## src/rtl/bkm_iter_csd_if.sv

```systemverilog
// Bus between the BKM iteration engine and its digit-selection / CSD multiplier side.
interface bkm_iter_csd_if #(
  parameter int unsigned W      = 8,
  parameter int unsigned N_ITER = 8
);
  localparam int unsigned IW = (N_ITER > 1) ? $clog2(N_ITER) : 1;

  logic                 start;
  logic signed [W-1:0]  x0;
  logic signed [W-1:0]  y0;
  logic                 d_valid;
  logic [2*W-1:0]       cur_x_csd;
  logic [2*W-1:0]       cur_y_csd;
  logic [2*W-1:0]       prod_x_csd;
  logic [2*W-1:0]       prod_y_csd;
  logic [IW-1:0]        iter;
  logic                 busy;
  logic                 done;
  logic                 res_valid;
  logic signed [W-1:0]  x_res;
  logic signed [W-1:0]  y_res;

  modport master (
    output start, x0, y0, d_valid, prod_x_csd, prod_y_csd,
    input  cur_x_csd, cur_y_csd, iter, busy, done, res_valid, x_res, y_res
  );

  modport slave (
    input  start, x0, y0, d_valid, prod_x_csd, prod_y_csd,
    output cur_x_csd, cur_y_csd, iter, busy, done, res_valid, x_res, y_res
  );
endinterface

```

## src/rtl/bkm_iter_csd.sv

```systemverilog
// BKM iteration engine: holds X+iY, exports it in CSD form, and accumulates the
// returned CSD product shifted by the iteration index for N_ITER accepted steps.
module bkm_iter_csd #(
  parameter int unsigned W      = 8,
  parameter int unsigned N_ITER = 8
) (
  input  logic           clk,
  input  logic           rst,
  bkm_iter_csd_if.slave  bus
);
  localparam int unsigned IW = (N_ITER > 1) ? $clog2(N_ITER) : 1;
  localparam logic [IW-1:0] LAST = IW'(N_ITER - 1);

  typedef enum logic [1:0] {IDLE, RUN, DONE} state_t;

  state_t              state;
  logic signed [W-1:0] x_q;
  logic signed [W-1:0] y_q;
  logic [IW-1:0]       n_q;
  logic                busy_q;
  logic                done_q;
  logic                rv_q;

  // Reitwiesner recoding: a digit is nonzero exactly when x_k + c_k is odd;
  // its sign is negative when that position also generates a carry.
  function automatic logic [2*W-1:0] to_csd(input logic [W-1:0] x);
    logic [W:0]     xe;
    logic           c;
    logic           cn;
    logic [2*W-1:0] r;
    xe = {x[W-1], x};
    c  = 1'b0;
    r  = '0;
    for (int k = 0; k < W; k++) begin
      cn         = (xe[k] & xe[k+1]) | (xe[k] & c) | (xe[k+1] & c);
      r[2*k]     = (xe[k] ^ c) & ~cn;
      r[2*k+1]   = (xe[k] ^ c) & cn;
      c          = cn;
    end
    return r;
  endfunction

  // Digits with both flags set contribute nothing.
  function automatic logic [W-1:0] from_csd(input logic [2*W-1:0] d);
    logic [W-1:0] pos;
    logic [W-1:0] neg;
    for (int k = 0; k < W; k++) begin
      pos[k] = d[2*k] & ~d[2*k+1];
      neg[k] = d[2*k+1] & ~d[2*k];
    end
    return pos - neg;
  endfunction

  logic signed [W-1:0] px;
  logic signed [W-1:0] py;

  assign px = signed'(from_csd(bus.prod_x_csd));
  assign py = signed'(from_csd(bus.prod_y_csd));

  always_ff @(posedge clk or negedge rst) begin
    if (!rst) begin
      state  <= IDLE;
      x_q    <= '0;
      y_q    <= '0;
      n_q    <= '0;
      busy_q <= 1'b0;
      done_q <= 1'b0;
      rv_q   <= 1'b0;
    end else begin
      done_q <= 1'b0;
      case (state)
        IDLE, DONE: begin
          if (state == DONE) rv_q <= 1'b1;
          // A start in DONE restarts immediately and invalidates the result.
          if (bus.start) begin
            x_q    <= bus.x0;
            y_q    <= bus.y0;
            n_q    <= '0;
            rv_q   <= 1'b0;
            busy_q <= 1'b1;
            state  <= RUN;
          end else begin
            state  <= IDLE;
          end
        end
        RUN: begin
          if (bus.d_valid) begin
            x_q <= x_q + (px >>> n_q);
            y_q <= y_q + (py >>> n_q);
            if (n_q == LAST) begin
              busy_q <= 1'b0;
              done_q <= 1'b1;
              state  <= DONE;
            end else begin
              n_q <= n_q + IW'(1);
            end
          end
        end
        default: state <= IDLE;
      endcase
    end
  end

  assign bus.cur_x_csd = to_csd(x_q);
  assign bus.cur_y_csd = to_csd(y_q);
  assign bus.iter      = n_q;
  assign bus.busy      = busy_q;
  assign bus.done      = done_q;
  assign bus.res_valid = rv_q;
  assign bus.x_res     = x_q;
  assign bus.y_res     = y_q;

endmodule

```

## src/flat_wrapper.sv

```systemverilog
// flat-port wrapper written by rule: the top's interface ports become plain ports
module bkm_iter_csd_flat 
#(
  parameter int unsigned W      = 8,
  parameter int unsigned N_ITER = 8
)
  (clk, rst, bus_start, bus_x0, bus_y0, bus_d_valid, bus_prod_x_csd, bus_prod_y_csd, bus_cur_x_csd, bus_cur_y_csd, bus_iter, bus_busy, bus_done, bus_res_valid, bus_x_res, bus_y_res);
  bkm_iter_csd_if #(.W(W), .N_ITER(N_ITER)) bus_i ();
  input  logic clk;
  input  logic rst;
  input wire logic [$bits(bus_i.start)-1:0] bus_start;
  input wire logic [$bits(bus_i.x0)-1:0] bus_x0;
  input wire logic [$bits(bus_i.y0)-1:0] bus_y0;
  input wire logic [$bits(bus_i.d_valid)-1:0] bus_d_valid;
  input wire logic [$bits(bus_i.prod_x_csd)-1:0] bus_prod_x_csd;
  input wire logic [$bits(bus_i.prod_y_csd)-1:0] bus_prod_y_csd;
  output wire logic [$bits(bus_i.cur_x_csd)-1:0] bus_cur_x_csd;
  output wire logic [$bits(bus_i.cur_y_csd)-1:0] bus_cur_y_csd;
  output wire logic [$bits(bus_i.iter)-1:0] bus_iter;
  output wire logic [$bits(bus_i.busy)-1:0] bus_busy;
  output wire logic [$bits(bus_i.done)-1:0] bus_done;
  output wire logic [$bits(bus_i.res_valid)-1:0] bus_res_valid;
  output wire logic [$bits(bus_i.x_res)-1:0] bus_x_res;
  output wire logic [$bits(bus_i.y_res)-1:0] bus_y_res;
  assign bus_i.start = bus_start;
  assign bus_i.x0 = bus_x0;
  assign bus_i.y0 = bus_y0;
  assign bus_i.d_valid = bus_d_valid;
  assign bus_i.prod_x_csd = bus_prod_x_csd;
  assign bus_i.prod_y_csd = bus_prod_y_csd;
  assign bus_cur_x_csd = bus_i.cur_x_csd;
  assign bus_cur_y_csd = bus_i.cur_y_csd;
  assign bus_iter = bus_i.iter;
  assign bus_busy = bus_i.busy;
  assign bus_done = bus_i.done;
  assign bus_res_valid = bus_i.res_valid;
  assign bus_x_res = bus_i.x_res;
  assign bus_y_res = bus_i.y_res;
  bkm_iter_csd #(.W(W), .N_ITER(N_ITER)) u_core (.clk(clk), .rst(rst), .bus(bus_i));
endmodule
```

## config.mk

```make
export PLATFORM = sky130hd
export DESIGN_NAME = bkm_iter_csd_flat
export DESIGN_NICKNAME = d
export VERILOG_FILES = /design/src/rtl/bkm_iter_csd_if.sv /design/src/rtl/bkm_iter_csd.sv /design/src/flat_wrapper.sv
export SDC_FILE = /design/constraint.sdc
export NUM_CORES = 1
export LEC_CHECK = 0
export ABC_AREA = 1
export BUFFER_PORTS_ARGS = -buffer_cell sky130_fd_sc_hd__buf_2
export CAP_MARGIN = 20
export CORE_ASPECT_RATIO = 0.7
export CORE_UTILIZATION = 58
export CTS_BUF_LIST = sky130_fd_sc_hd__clkbuf_2
export CTS_CLUSTER_SIZE = 12
export DETAILED_ROUTE_END_ITERATION = 10
export PLACE_DENSITY = 0.85
export SETUP_SLACK_MARGIN = 0.5
export SYNTH_ARGS = -nofsm -noshare
export SYNTH_HDL_FRONTEND = slang
export SYNTH_SLANG_ARGS = --single-unit
```

## constraint.sdc

```tcl
create_clock -name clk -period 5 [get_ports clk]
set_input_delay 1 -clock clk [delete_from_list [all_inputs] [get_ports clk]]
set_output_delay 1 -clock clk [all_outputs]
set_load 0.005 [all_outputs]
```

=== After elaboration in Yosys (flattened, before gate mapping) ===
Index checks and enable logic that the tools add are counted.

* Register bits after elaboration: 24
* Bits in latches: 0
* Memory bits (writable): 0
* ROM bits: 0
* Input port bits: 52
* Output and inout bits: 54
* Logic and storage cells: 247
* Memories kept: 0

* Add/sub/neg operators: 5
* $mul: 0
* Div/mod/pow operators: 0
* $lt $le $gt $ge: 0
* Equal/unequal tests: 7
* Shifts and indexed selects: 2
* Muxes and demuxes: 23
* Bitwise logic cells: 194
* Reduce and logical (&&, ||, !) cells: 9

{| class="wikitable"
|+ Operator list
! kind !! count
|-
| 1-bit bitwise AND || 104
|-
| 1-bit inverter || 48
|-
| 8-bit two-way mux || 4
|-
| 8-bit case mux with 2 select lines || 2
|-
| 1-bit OR || 28
|-
| 8-bit adder || 2
|-
| 8-bit by 3-bit >>> shifter with 8-bit output || 2
|-
| 8-bit subtractor || 2
|-
| 1-bit XOR || 14
|-
| 1-bit two-way mux || 9
|-
| 3-bit two-way mux || 3
|-
| 4-bit AND reduction || 2
|-
| 2-bit != test, second input constant || 3
|-
| 3-bit case mux with 2 select lines || 1
|-
| 2-bit two-way mux || 2
|-
| 2-bit case mux with 2 select lines || 1
|-
| 2-bit AND reduction || 2
|-
| 2-bit nonzero test || 2
|-
| 3-bit by 1-bit adder with 3-bit output, second input constant || 1
|-
| 3-bit == test, second input constant || 1
|-
| 3-bit AND reduction || 1
|-
| 2-bit by 1-bit == test with 1-bit output, second input constant || 1
|-
| 2-bit == test, second input constant || 1
|-
| 2-bit logical NOT || 1
|-
| 3 further kinds || 3
|}

=== Depth between registers and ports, before layout ===
Gate-level depths: netlist of the first run.

* Word-level depth: 24
* Depth in mapped cells: 27
* Depth with buffers taken out: 27

=== Worst setup path after synthesis of the first run ===
Ideal clock, no wire load.

* Kind: reg2out
* Start point: reg u_core.x_q[1], in the netlist u_core.bus.x_res[1]
* End point: out bus_cur_x_csd[15]
* Data arrival time: 2.634 ns
* Data required time: 4.000 ns
* Path slack: 1.366 ns
* Stages on the path, launching flop included: 21
* Cell sequence: dfrtp_1 > nand2_1 > nand2_1 > ha_1 > nor2_1 > a31oi_1 > ha_1 > inv_1 > o21ai_0 > ha_1 > a21oi_1 > inv_1 > ha_1 > nor2_1 > a21oi_1 > ha_1 > inv_1 > o21ai_0 > inv_1 > nand2_1 > inv_1

* Longest elaborated chain between the ends: 23
* Elaborated cells on any way between the ends: 31
* Those cells by class: 31 x bitwise

{| class="wikitable"
|+ RTL lines
! item !! line !! text
|-
| start, declared || bkm_iter_csd.sv:17 || <nowiki>logic signed [W-1:0] x_q;</nowiki>
|-
| start signal, assigned || bkm_iter_csd.sv:76 || <nowiki>x_q <= bus.x0;</nowiki>
|-
| start signal, assigned || bkm_iter_csd.sv:88 || <nowiki>x_q <= x_q + (px >>> n_q);</nowiki>
|-
| 1-bit bitwise AND (2 in a row) || bkm_iter_csd.sv:35 || <nowiki>cn = (xe[k] & xe[k+1]) | (xe[k] & c) | (xe[k+1] & c);</nowiki>
|-
| 1-bit OR || bkm_iter_csd.sv:35 ||
|-
| 1-bit OR (*) || bkm_iter_csd.sv:35 ||
|-
| 1-bit bitwise AND || bkm_iter_csd.sv:35 ||
|-
| 1-bit OR || bkm_iter_csd.sv:35 ||
|-
| 1-bit OR (*) || bkm_iter_csd.sv:35 ||
|-
| 1-bit bitwise AND || bkm_iter_csd.sv:35 ||
|-
| 1-bit OR || bkm_iter_csd.sv:35 ||
|-
| [... 5 more ...] || n/a ||
|-
| 1-bit OR || bkm_iter_csd.sv:35 ||
|-
| 1-bit OR (*) || bkm_iter_csd.sv:35 ||
|-
| 1-bit bitwise AND || bkm_iter_csd.sv:35 ||
|-
| 1-bit OR || bkm_iter_csd.sv:35 ||
|-
| 1-bit OR (*) || bkm_iter_csd.sv:35 ||
|-
| 1-bit bitwise AND || bkm_iter_csd.sv:35 ||
|-
| 1-bit OR (2 in a row) || bkm_iter_csd.sv:35 ||
|-
| 1-bit bitwise AND (*) || bkm_iter_csd.sv:37 || <nowiki>r[2*k+1] = (xe[k] ^ c) & cn;</nowiki>
|-
| end, declared || flat_wrapper.sv:17 || <nowiki>output wire logic [$bits(bus_i.cur_x_csd)-1:0] bus_cur_x_csd;</nowiki>
|}

Mark *: on every way between the ends. The rest lies on a longest branch, timed or not.

=== Worst setup path after layout of the first run ===
* Start point: reg u_core.x_q[1], in the netlist u_core.bus.x_res[1]
* End point: out bus_cur_x_csd[13]

* Longest elaborated chain between the ends: 20
* Elaborated cells on any way between the ends: 28
* Those cells by class: 28 x bitwise

{| class="wikitable"
|+ RTL lines
! item !! line
|-
| 1-bit bitwise AND (2 in a row) || bkm_iter_csd.sv:35
|-
| 1-bit OR || bkm_iter_csd.sv:35
|-
| 1-bit OR (*) || bkm_iter_csd.sv:35
|-
| 1-bit bitwise AND || bkm_iter_csd.sv:35
|-
| 1-bit OR || bkm_iter_csd.sv:35
|-
| 1-bit OR (*) || bkm_iter_csd.sv:35
|-
| 1-bit bitwise AND || bkm_iter_csd.sv:35
|-
| 1-bit OR || bkm_iter_csd.sv:35
|-
| [... 2 more ...] || n/a
|-
| 1-bit OR || bkm_iter_csd.sv:35
|-
| 1-bit OR (*) || bkm_iter_csd.sv:35
|-
| 1-bit bitwise AND || bkm_iter_csd.sv:35
|-
| 1-bit OR || bkm_iter_csd.sv:35
|-
| 1-bit OR (*) || bkm_iter_csd.sv:35
|-
| 1-bit bitwise AND || bkm_iter_csd.sv:35
|-
| 1-bit OR (2 in a row) || bkm_iter_csd.sv:35
|-
| 1-bit bitwise AND (*) || bkm_iter_csd.sv:37
|}

Marked as above.

==> flow_summary.json, run 1 <==
{
  "outcome": "finished clean",
  "io_buffers": 105,
  "place.gp.congestion": 0.913,
  "syn_area_um2": 3330,
  "crit_type": "flip-flop to output pin",
  "max_slew_margin": 0.478,
  "avgViaCountPerCell": 5.42,
  "grt_pass1_vias": 3366,
  "insertion_delay_ps": 360,
  "nNetsFinal": 747,
  "maxCapViolCount": 0,
  "track_usage": 0.283,
  "power_mw": 3.19,
  "final_util": 0.757,
  "grt_max_degree": 31,
  "worstHoldPathType": "flip-flop to flip-flop",
  "tightest_slew_ps": 780,
  "synth_area_per_cell_um2": 6.12,
  "crit_path_start_kind": "flip-flop",
  "die_h_um": 65.4,
  "clock_skew_ps": 12.1,
  "rsz0062_at_grt": "yes",
  "timing.fmax_mhz": 233,
  "routedWlPerCell_um": 12.5,
  "numCtsBuffers": 3,
  "p_per_area_nw_per_um2": 781,
  "ctsHoldBuffers": 0,
  "clk_pin_slew_ps": 260,
  "yosysSeqAreaShare": 0.180,
  "stdcell_count": 722,
  "drc": 0,
  "floorplan.core_area_um2": 5400,
  "hold_viol": 0,
  "crit_required_ps": 4000,
  "grt_overflow": 0,
  "place_inst": 710,
  "cts.sinks": 24,
  "cts_max_level": 1,
  "die_w_um": 92.6,
  "area_growth_pct": 22.6,
  "dpl.hpwl_um": 6940,
  "slew_viol_final": 0,
  "final.fill_count": 447,
  "via_count": 3912,
  "power.leakage_nw": 2.45,
  "ir_worst_vdd_mv": 0.553,
  "firstDrtPassIters": 5,
  "fin_crit_sh": 0.860,
  "grt_pass1_wl_um": 14000,
  "finalWirelength_um": 9040,
  "yosys_warnings": 0,
  "dieArea_um2": 6060,
  "cts_max_path_buffers": 2,
  "rows": 22,
  "final_common_cell": "nand2_1",
  "crit_fanout": 6,
  "diodes": 0,
  "antenna_found_initial": 0,
  "cts-root-buf": "clkbuf_2",
  "start_util": 0.618,
  "critPathCaptureType": "output pin",
  "setup_viol": 0,
  "drive_above_1_share": 0.242,
  "syn_inst": 545,
  "synth.distinct_cells": 31,
  "period_minus_slack_ps": 4300,
  "hold_slack_ps": 574,
  "ant_nets": 0,
  "syn_nets": 641,
  "ys_seq_elements": 24,
  "cts_tree": "yes",
  "pin_count": 106,
  "most-common-layout-cells": "133 x nand2_1, 105 x buf_2, 101 x inv_1",
  "setup_tns_ps": 0,
  "worst_ep_arrival_time_ps": 3300,
  "drt_iter0_drc": 311
}
[worst max-delay path, stage by stage (launching register included)]
cell     delay [ps]
dfrtp_2         470
nand2_2         110
nand2_1         110
ha_2            230
inv_1            90
a31oi_4         210
ha_1            180
inv_1            60
o21ai_2          80
ha_2            210
a21oi_2          40
inv_1            80
ha_2            200
inv_1            90
a21oi_4         190
ha_1            170
inv_1            40
o21ai_0          90
inv_1            80
nor2_1           90
buf_2           120
[cell type report]
| class | count | area, um2 | area share |
|---|---|---|---|
| Multi-Input combinational cell | 406 | 2380 | 0.581 |
| Sequential cell | 24 | 603 | 0.148 |
| Timing Repair Buffer | 113 | 586 | 0.143 |
| Inverter | 103 | 387 | 0.0946 |
| Tap cell | 72 | 90.1 | 0.0220 |
| Clock inverter | 1 | 30.0 | 0.00735 |
| Clock buffer | 3 | 15.0 | 0.00367 |
[cell usage after synthesis (all sizes together)]
master | count | area (um2)
or2 | 2 | 12.5
ha | 40 | 500
fa | 4 | 80.1
a31oi | 8 | 50.1
nor3 | 4 | 20.0
nand2 | 143 | 557
buf | 7 | 40.0
clkbuf | 5 | 20.0
xor2 | 4 | 35.0
o21a | 1 | 7.51
o22ai | 4 | 25.0
inv | 102 | 383
a21oi | 37 | 200
nand4 | 6 | 37.5
o211ai | 3 | 22.5
dfrtp | 24 | 601
nand3 | 60 | 315
nor2 | 45 | 176
clkinv | 1 | 3.75
xnor2 | 2 | 17.5
mux2i | 1 | 10.0
nand3b | 4 | 30.0
o21ai | 38 | 190
[kinds of logic (layout without fill, tap and decap cells)]
group | after synthesis | in the layout | share of synthesized area
simple gates | 264 | 264 | 0.344
buf+inv | 115 | 220 | 0.134
compound gates | 91 | 91 | 0.149
fa+ha+maj | 44 | 44 | 0.174
flops | 24 | 24 | 0.180
xor+xnor | 6 | 6 | 0.0158
mux | 1 | 1 | 0.00300
[metrics by stage]
step           setup slack (ps)  cell area [um2]
6_report                    700             4090
5_1_grt                     400             4090
2_1_floorplan              1370             3330
4_1_cts                     511             3940
3_3_place_gp                937             3890
3_5_place_dp                913             3890
[flip-flops by register name, indices dropped and copies added (netlist names)]
| name | cells |
|---|---|
| u_core.bus.x_res | 8 |
| u_core.bus.y_res | 8 |
| u_core.bus.iter | 3 |
| u_core.state | 2 |
| u_core.bus.busy | 1 |
| u_core.bus.done | 1 |
| u_core.bus.res_valid | 1 |
[layer usage]
metal	global-route usage	wire length [um]
met1	0.369	3970
met2	0.501	4170
met5	0	0
met3	0.0382	732
met4	0.0654	168
[power breakdown]
group	leakage [nW]	switching (mW)	internal [mW]	total [mW]
registers	0.286	0.171	0.291	0.462
clock network	0.0266	0.0667	0.0688	0.136
logic	2.14	1.53	1.06	2.59
[worst paths after layout]
path | start | to | slack [ps] | cells past startpoint
min | u_core.bus.res_valid$_DFFE_PN0P_ | u_core.bus.res_valid$_DFFE_PN0P_ | 570 | 2
min in group asynchronous | rst | u_core.bus.done$_DFF_PN0_ | 580 | 1
max | u_core.bus.x_res[1]$_DFFE_PN0P_ | bus_cur_x_csd[13] | 700 | 20
max reg2reg | u_core.bus.iter[0]$_DFFE_PN0P_ | u_core.bus.x_res[6]$_DFFE_PN0P_ | 1740 | 18
min reg2reg | u_core.bus.res_valid$_DFFE_PN0P_ | u_core.bus.res_valid$_DFFE_PN0P_ | 570 | 2
max in group asynchronous | rst | u_core.bus.x_res[1]$_DFFE_PN0P_ | 4010 | 1
[repair_timing]
action / 4_1_cts / 5_1_grt
pin swaps: 0 / 5
setup endpoints to repair: 3 / 8
setup buffers: 0 / 8
gates resized for setup: 2 / 26
Power figures use the tool's default switching activity.
==> run 2, diff against run 1 <==
Settings changed: PLACE_DENSITY 0.85 to 0.89.
==> flow_summary.json, run 2 (synthesized netlist as in run 1, its figures left out) <==
{
  "outcome": "finished clean",
  "drt_iter0_drc": 343,
  "drive_above_1_share": 0.248,
  "rows": 22,
  "max_slew_margin": 0.492,
  "pin_count": 106,
  "p_int_mw": 1.46,
  "p_sw_mw": 1.82,
  "power.leakage_nw": 2.47,
  "io_buffers": 105,
  "track_usage": 0.293,
  "p_clk_frac": 0.042,
  "crit_path_start_kind": "flip-flop",
  "timing.fmax_mhz": 232,
  "tightest_slew_ps": 760,
  "ir_worst_vdd_mv": 0.531,
  "final_common_cell": "nand2_1",
  "dieArea_um2": 6060,
  "routedWlPerCell_um": 12.7,
  "period_minus_slack_ps": 4310,
  "dpl.hpwl_um": 6960,
  "finalWirelength_um": 9220,
  "die_w_um": 92.6,
  "clk_pin_slew_ps": 260,
  "cts_tree": "yes",
  "p_per_area_nw_per_um2": 792,
  "firstDrtPassIters": 7,
  "place_ws_ps": 862,
  "numCtsBuffers": 3,
  "setup_tns_ps": 0,
  "start_util": 0.618,
  "worstHoldPathType": "input pin to asynchronous set/reset pin",
  "place.gp.congestion": 0.900,
  "grt_overflow": 0,
  "cts_max_level": 1,
  "slew_viol_final": 0,
  "crit_type": "flip-flop to output pin",
  "setup_viol": 0,
  "grt_pass1_vias": 3507,
  "avgViaCountPerCell": 5.45,
  "ctsHoldBuffers": 0,
  "die_h_um": 65.4,
  "critPathCaptureType": "output pin",
  "floorplan.core_area_um2": 5400,
  "crit_required_ps": 4000,
  "grt_pass1_wl_um": 14500,
  "hold_slack_ps": 558,
  "hold_viol": 0,
  "drc": 0,
  "clock_skew_ps": 12.9,
  "area_growth_pct": 24.1,
  "switching_share": 0.555,
  "worst_ep_arrival_time_ps": 3310,
  "maxCapViolCount": 0,
  "cts-root-buf": "clkbuf_2",
  "rsz0062_at_grt": "yes",
  "grt_max_degree": 31,
  "fin_crit_sh": 0.862,
  "antenna_found_initial": 0,
  "via_count": 3950,
  "p_comb_frac": 0.816,
  "insertion_delay_ps": 380,
  "most-common-layout-cells": "133 x nand2_1, 105 x buf_2, 101 x inv_1",
  "diodes": 0,
  "crit_fanout": 5,
  "setup_ws_ps": 690,
  "nNetsFinal": 750,
  "cts_max_path_buffers": 2,
  "cts.sinks": 24,
  "p_seq_frac": 0.142,
  "ant_nets": 0
}
-- run 2: power groups by stage --
| stage | logic [mW] | registers, mW | clock network [mW] |
|---|---|---|---|
| 6_report | 2.67 | 0.467 | 0.137 |
| 5_1_grt | 3.00 | 0.482 | 0.143 |
| 4_1_cts | 2.40 | 0.449 | 0.133 |
| 3_5_place_dp | 2.37 | 0.457 | 0 |
| 3_3_place_gp | 2.24 | 0.451 | 0 |
| 2_1_floorplan | 1.71 | 0.406 | 0 |
-- run 2: worst paths after layout --
path	start	end	slack, ps	depth (start not counted)
max	u_core.bus.x_res[0]$_DFFE_PN0P_	bus_cur_x_csd[15]	690	21
min	rst	u_core.bus.x_res[0]$_DFFE_PN0P_	560	1
max reg2reg	u_core.bus.iter[0]$_DFFE_PN0P_	u_core.bus.x_res[6]$_DFFE_PN0P_	1770	18
min in group clk	u_core.bus.busy$_DFFE_PN0P_	u_core.bus.busy$_DFFE_PN0P_	570	2
max in group asynchronous	rst	u_core.bus.y_res[0]$_DFFE_PN0P_	4020	1
min reg2reg	u_core.bus.busy$_DFFE_PN0P_	u_core.bus.busy$_DFFE_PN0P_	570	2
-- run 2: timing repair --
| action | CTS | global route |
|---|---|---|
| buffers inserted | 1 | 10 |
| gates resized for setup | 1 | 32 |
| setup endpoints to repair | 2 | 10 |
| pin swaps | 0 | 4 |
-- run 2: per-layer routing --
layer / GRT usage / vias up / wire (um)
met5: 0 / - / 0
met4: 0.0750 / 0 / 176
met3: 0.0394 / 21 / 700
met2: 0.544 / 196 / 4470
met1: 0.359 / 1743 / 3870
li1: - / 1990 / -
-- run 2: layout make-up --
| type | count | area, um2 |
|---|---|---|
| clock buffer | 3 | 15.0 |
| clock inverter | 1 | 30.0 |
| fill | 400 | 1260 |
| inverter | 103 | 387 |
| multi-input combinational | 406 | 2400 |
| sequential | 24 | 604 |
| tap | 72 | 90.1 |
| timing repair buffer | 116 | 608 |
-- run 2: through the flow --
stage	area (um2)	std cells	power (mW)	utilization
final	4140	725	3.27	0.767
after global placement	3890	710	2.69	0.721
after global routing	4140	725	3.62	0.767
after floorplan	3330	545	2.12	-
after detailed placement	3890	710	2.82	0.721
after CTS	3940	715	2.98	0.731
-- run 2: worst max-delay path: stages (launching register included) --
cell and delay [ps]:
dfrtp_1 490, nand2_2 120, nand2_1 100, ha_2 180, inv_1 70, a31oi_4 210, ha_1 190, inv_1 70
o21ai_2 90, ha_2 220, a21oi_2 40, inv_1 90, ha_2 210, inv_1 80, a21oi_4 190, ha_1 170
inv_1 50, o21ai_1 100, inv_1 70, nand2_1 60, inv_1 30, buf_2 110
==> run 3, diff against run 2 <==
Settings changed: CORE_ASPECT_RATIO 0.7 to unset.
==> flow_summary.json, run 3 (synthesized netlist as in run 1, its figures left out) <==
{
  "ff2ff_setup_slack_ps": 1890,
  "final.fill_count": 501,
  "final_common_cell": "nand2_1",
  "die_h_um": 77.8,
  "dieArea_um2": 6060,
  "maxCapViolCount": 0,
  "fin_crit_sh": 0.846,
  "slew_viol_final": 0,
  "p_per_area_nw_per_um2": 746,
  "grt_max_degree": 31,
  "p_clk_frac": 0.026,
  "p_int_mw": 1.34,
  "outcome": "finished clean",
  "most-common-layout-cells": "133 x nand2_1, 105 x buf_2, 101 x inv_1",
  "routedWlPerCell_um": 11.1,
  "critPathCaptureType": "output pin",
  "setup_viol": 0,
  "hold_viol": 0,
  "floorplan.core_area_um2": 5540,
  "grt_pass1_vias": 3499,
  "setup_tns_ps": 0,
  "wl_met2_um": 4040,
  "cts.sinks": 24,
  "rsz0062_at_grt": "yes",
  "max_slew_margin": 0.514,
  "ir_worst_vdd_mv": 0.560,
  "top_layer_used": "met4",
  "cts_tree": "yes",
  "cts_max_path_buffers": 2,
  "tightest_slew_ps": 728,
  "clk_pin_slew_ps": 230,
  "antenna_found_initial": 0,
  "drive_above_1_share": 0.235,
  "p_comb_frac": 0.824,
  "via_count": 3740,
  "timing.fmax_mhz": 236,
  "p_seq_frac": 0.150,
  "worstHoldPathType": "flip-flop to flip-flop",
  "area_growth_pct": 20.5,
  "wl_met1_um": 3480,
  "cts_max_level": 1,
  "numCtsBuffers": 3,
  "track_usage": 0.271,
  "firstDrtPassIters": 4,
  "drc": 0,
  "start_util": 0.602,
  "drt_iter0_drc": 214,
  "power.leakage_nw": 2.42,
  "period_minus_slack_ps": 4230,
  "ctsHoldBuffers": 0,
  "crit_fanout": 7,
  "dpl.hpwl_um": 6340,
  "ant_nets": 0,
  "crit_path_start_kind": "flip-flop",
  "place.gp.congestion": 0.891,
  "p_sw_mw": 1.66,
  "pin_count": 106,
  "power_mw": 3.00,
  "routed-wl-met3_um": 380,
  "worst_ep_arrival_time_ps": 3230,
  "cts-root-buf": "clkbuf_2",
  "reg2reg_from": "u_core.bus.iter[0]$_DFFE_PN0P_",
  "rr_worst_depth": 18,
  "avgViaCountPerCell": 5.21,
  "rows": 27,
  "switching_share": 0.553,
  "diodes": 0,
  "insertion_delay_ps": 350,
  "finalWirelength_um": 8000,
  "crit_type": "flip-flop to output pin",
  "grt_overflow": 0,
  "critPathLaunch": "u_core.bus.x_res[1]$_DFFE_PN0P_",
  "clock_skew_ps": 10.1,
  "io_buffers": 105,
  "worstSetupEndpoint": "bus_cur_x_csd[15]",
  "nNetsFinal": 744,
  "reg2reg_to": "u_core.bus.x_res[6]$_DFFE_PN0P_",
  "die_w_um": 77.8,
  "crit_required_ps": 4000,
  "grt_pass1_wl_um": 13800
}
[run 3: cell types whose count changed in the layout (fill, tap and decap cells not counted), sizes merged]
cell,change
buf,-6
bufinv,-1
[run 3: what timing repair did]
| action | CTS | global route |
|---|---|---|
| buffers inserted | 0 | 5 |
| gates resized for setup | 0 | 24 |
| endpoints found under the setup margin | 0 | 9 |
[run 3: final cells by class]
cell class	instances	area, um2	area share
well taps	72	90.1	0.0224
inverters	103	387	0.0962
multi-input cells	406	2360	0.587
flip-flops and latches	24	604	0.150
repair buffers	110	563	0.140
clock buffers	3	15.0	0.00374
[run 3: routing by layer]
layer | up-vias | GRT usage
li1 | 1970 | -
met1 | 1645 | 0.315
met2 | 110 | 0.524
met3 | 15 | 0.0329
met4 | 0 | 0.0585
met5 | - | 0
[run 3: worst min-delay path by stage]
stage	startpoint	depth (start not counted)	end	slack, ps
2_1_floorplan	u_core.bus.res_valid$_DFFE_PN0P_	2	u_core.bus.res_valid$_DFFE_PN0P_	510
3_3_place_gp	u_core.bus.res_valid$_DFFE_PN0P_	2	u_core.bus.res_valid$_DFFE_PN0P_	530
3_5_place_dp	u_core.bus.busy$_DFFE_PN0P_	2	u_core.bus.busy$_DFFE_PN0P_	530
4_1_cts	u_core.bus.busy$_DFFE_PN0P_	2	u_core.bus.busy$_DFFE_PN0P_	560
5_1_grt	rst	1	u_core.bus.y_res[1]$_DFFE_PN0P_	610
6_report	u_core.bus.busy$_DFFE_PN0P_	2	u_core.bus.busy$_DFFE_PN0P_	550
[run 3: per-stage QoR]
stage	hold WS, ps	instances	setup WS (ps)	util	area [um2]
finish	555	718	770	0.725	4020
global route	611	718	464	0.725	4020
CTS	558	713	503	0.705	3910
detailed placement	532	710	938	0.702	3890
global placement	525	710	1040	0.702	3890
floorplan	514	545	1370	-	3330
[run 3: power by group through the flow]
| stage | Combinational [mW] | Clock (mW) | Sequential (mW) |
|---|---|---|---|
| CTS | 2.35 | 0.0774 | 0.446 |
| detailed placement | 2.33 | 0 | 0.451 |
| global placement | 2.23 | 0 | 0.449 |
| finish | 2.47 | 0.0768 | 0.450 |
| global route | 2.85 | 0.0841 | 0.468 |
| floorplan | 1.71 | 0 | 0.406 |
[run 3: worst max-delay path, stage by stage, from the launching register on]
cell and delay (ps):
dfrtp_2 510, nand2_2 120, nand2_1 80, ha_1 200, nor2_2 150, a31oi_2 70
ha_1 190, inv_1 90, o21ai_2 80, ha_2 200, a21oi_2 120, inv_1 70
ha_1 200, nor2_2 120, a21oi_2 60, ha_1 180, inv_1 60, o21ai_0 100
inv_1 90, nand2_1 50, inv_1 50, buf_2 100
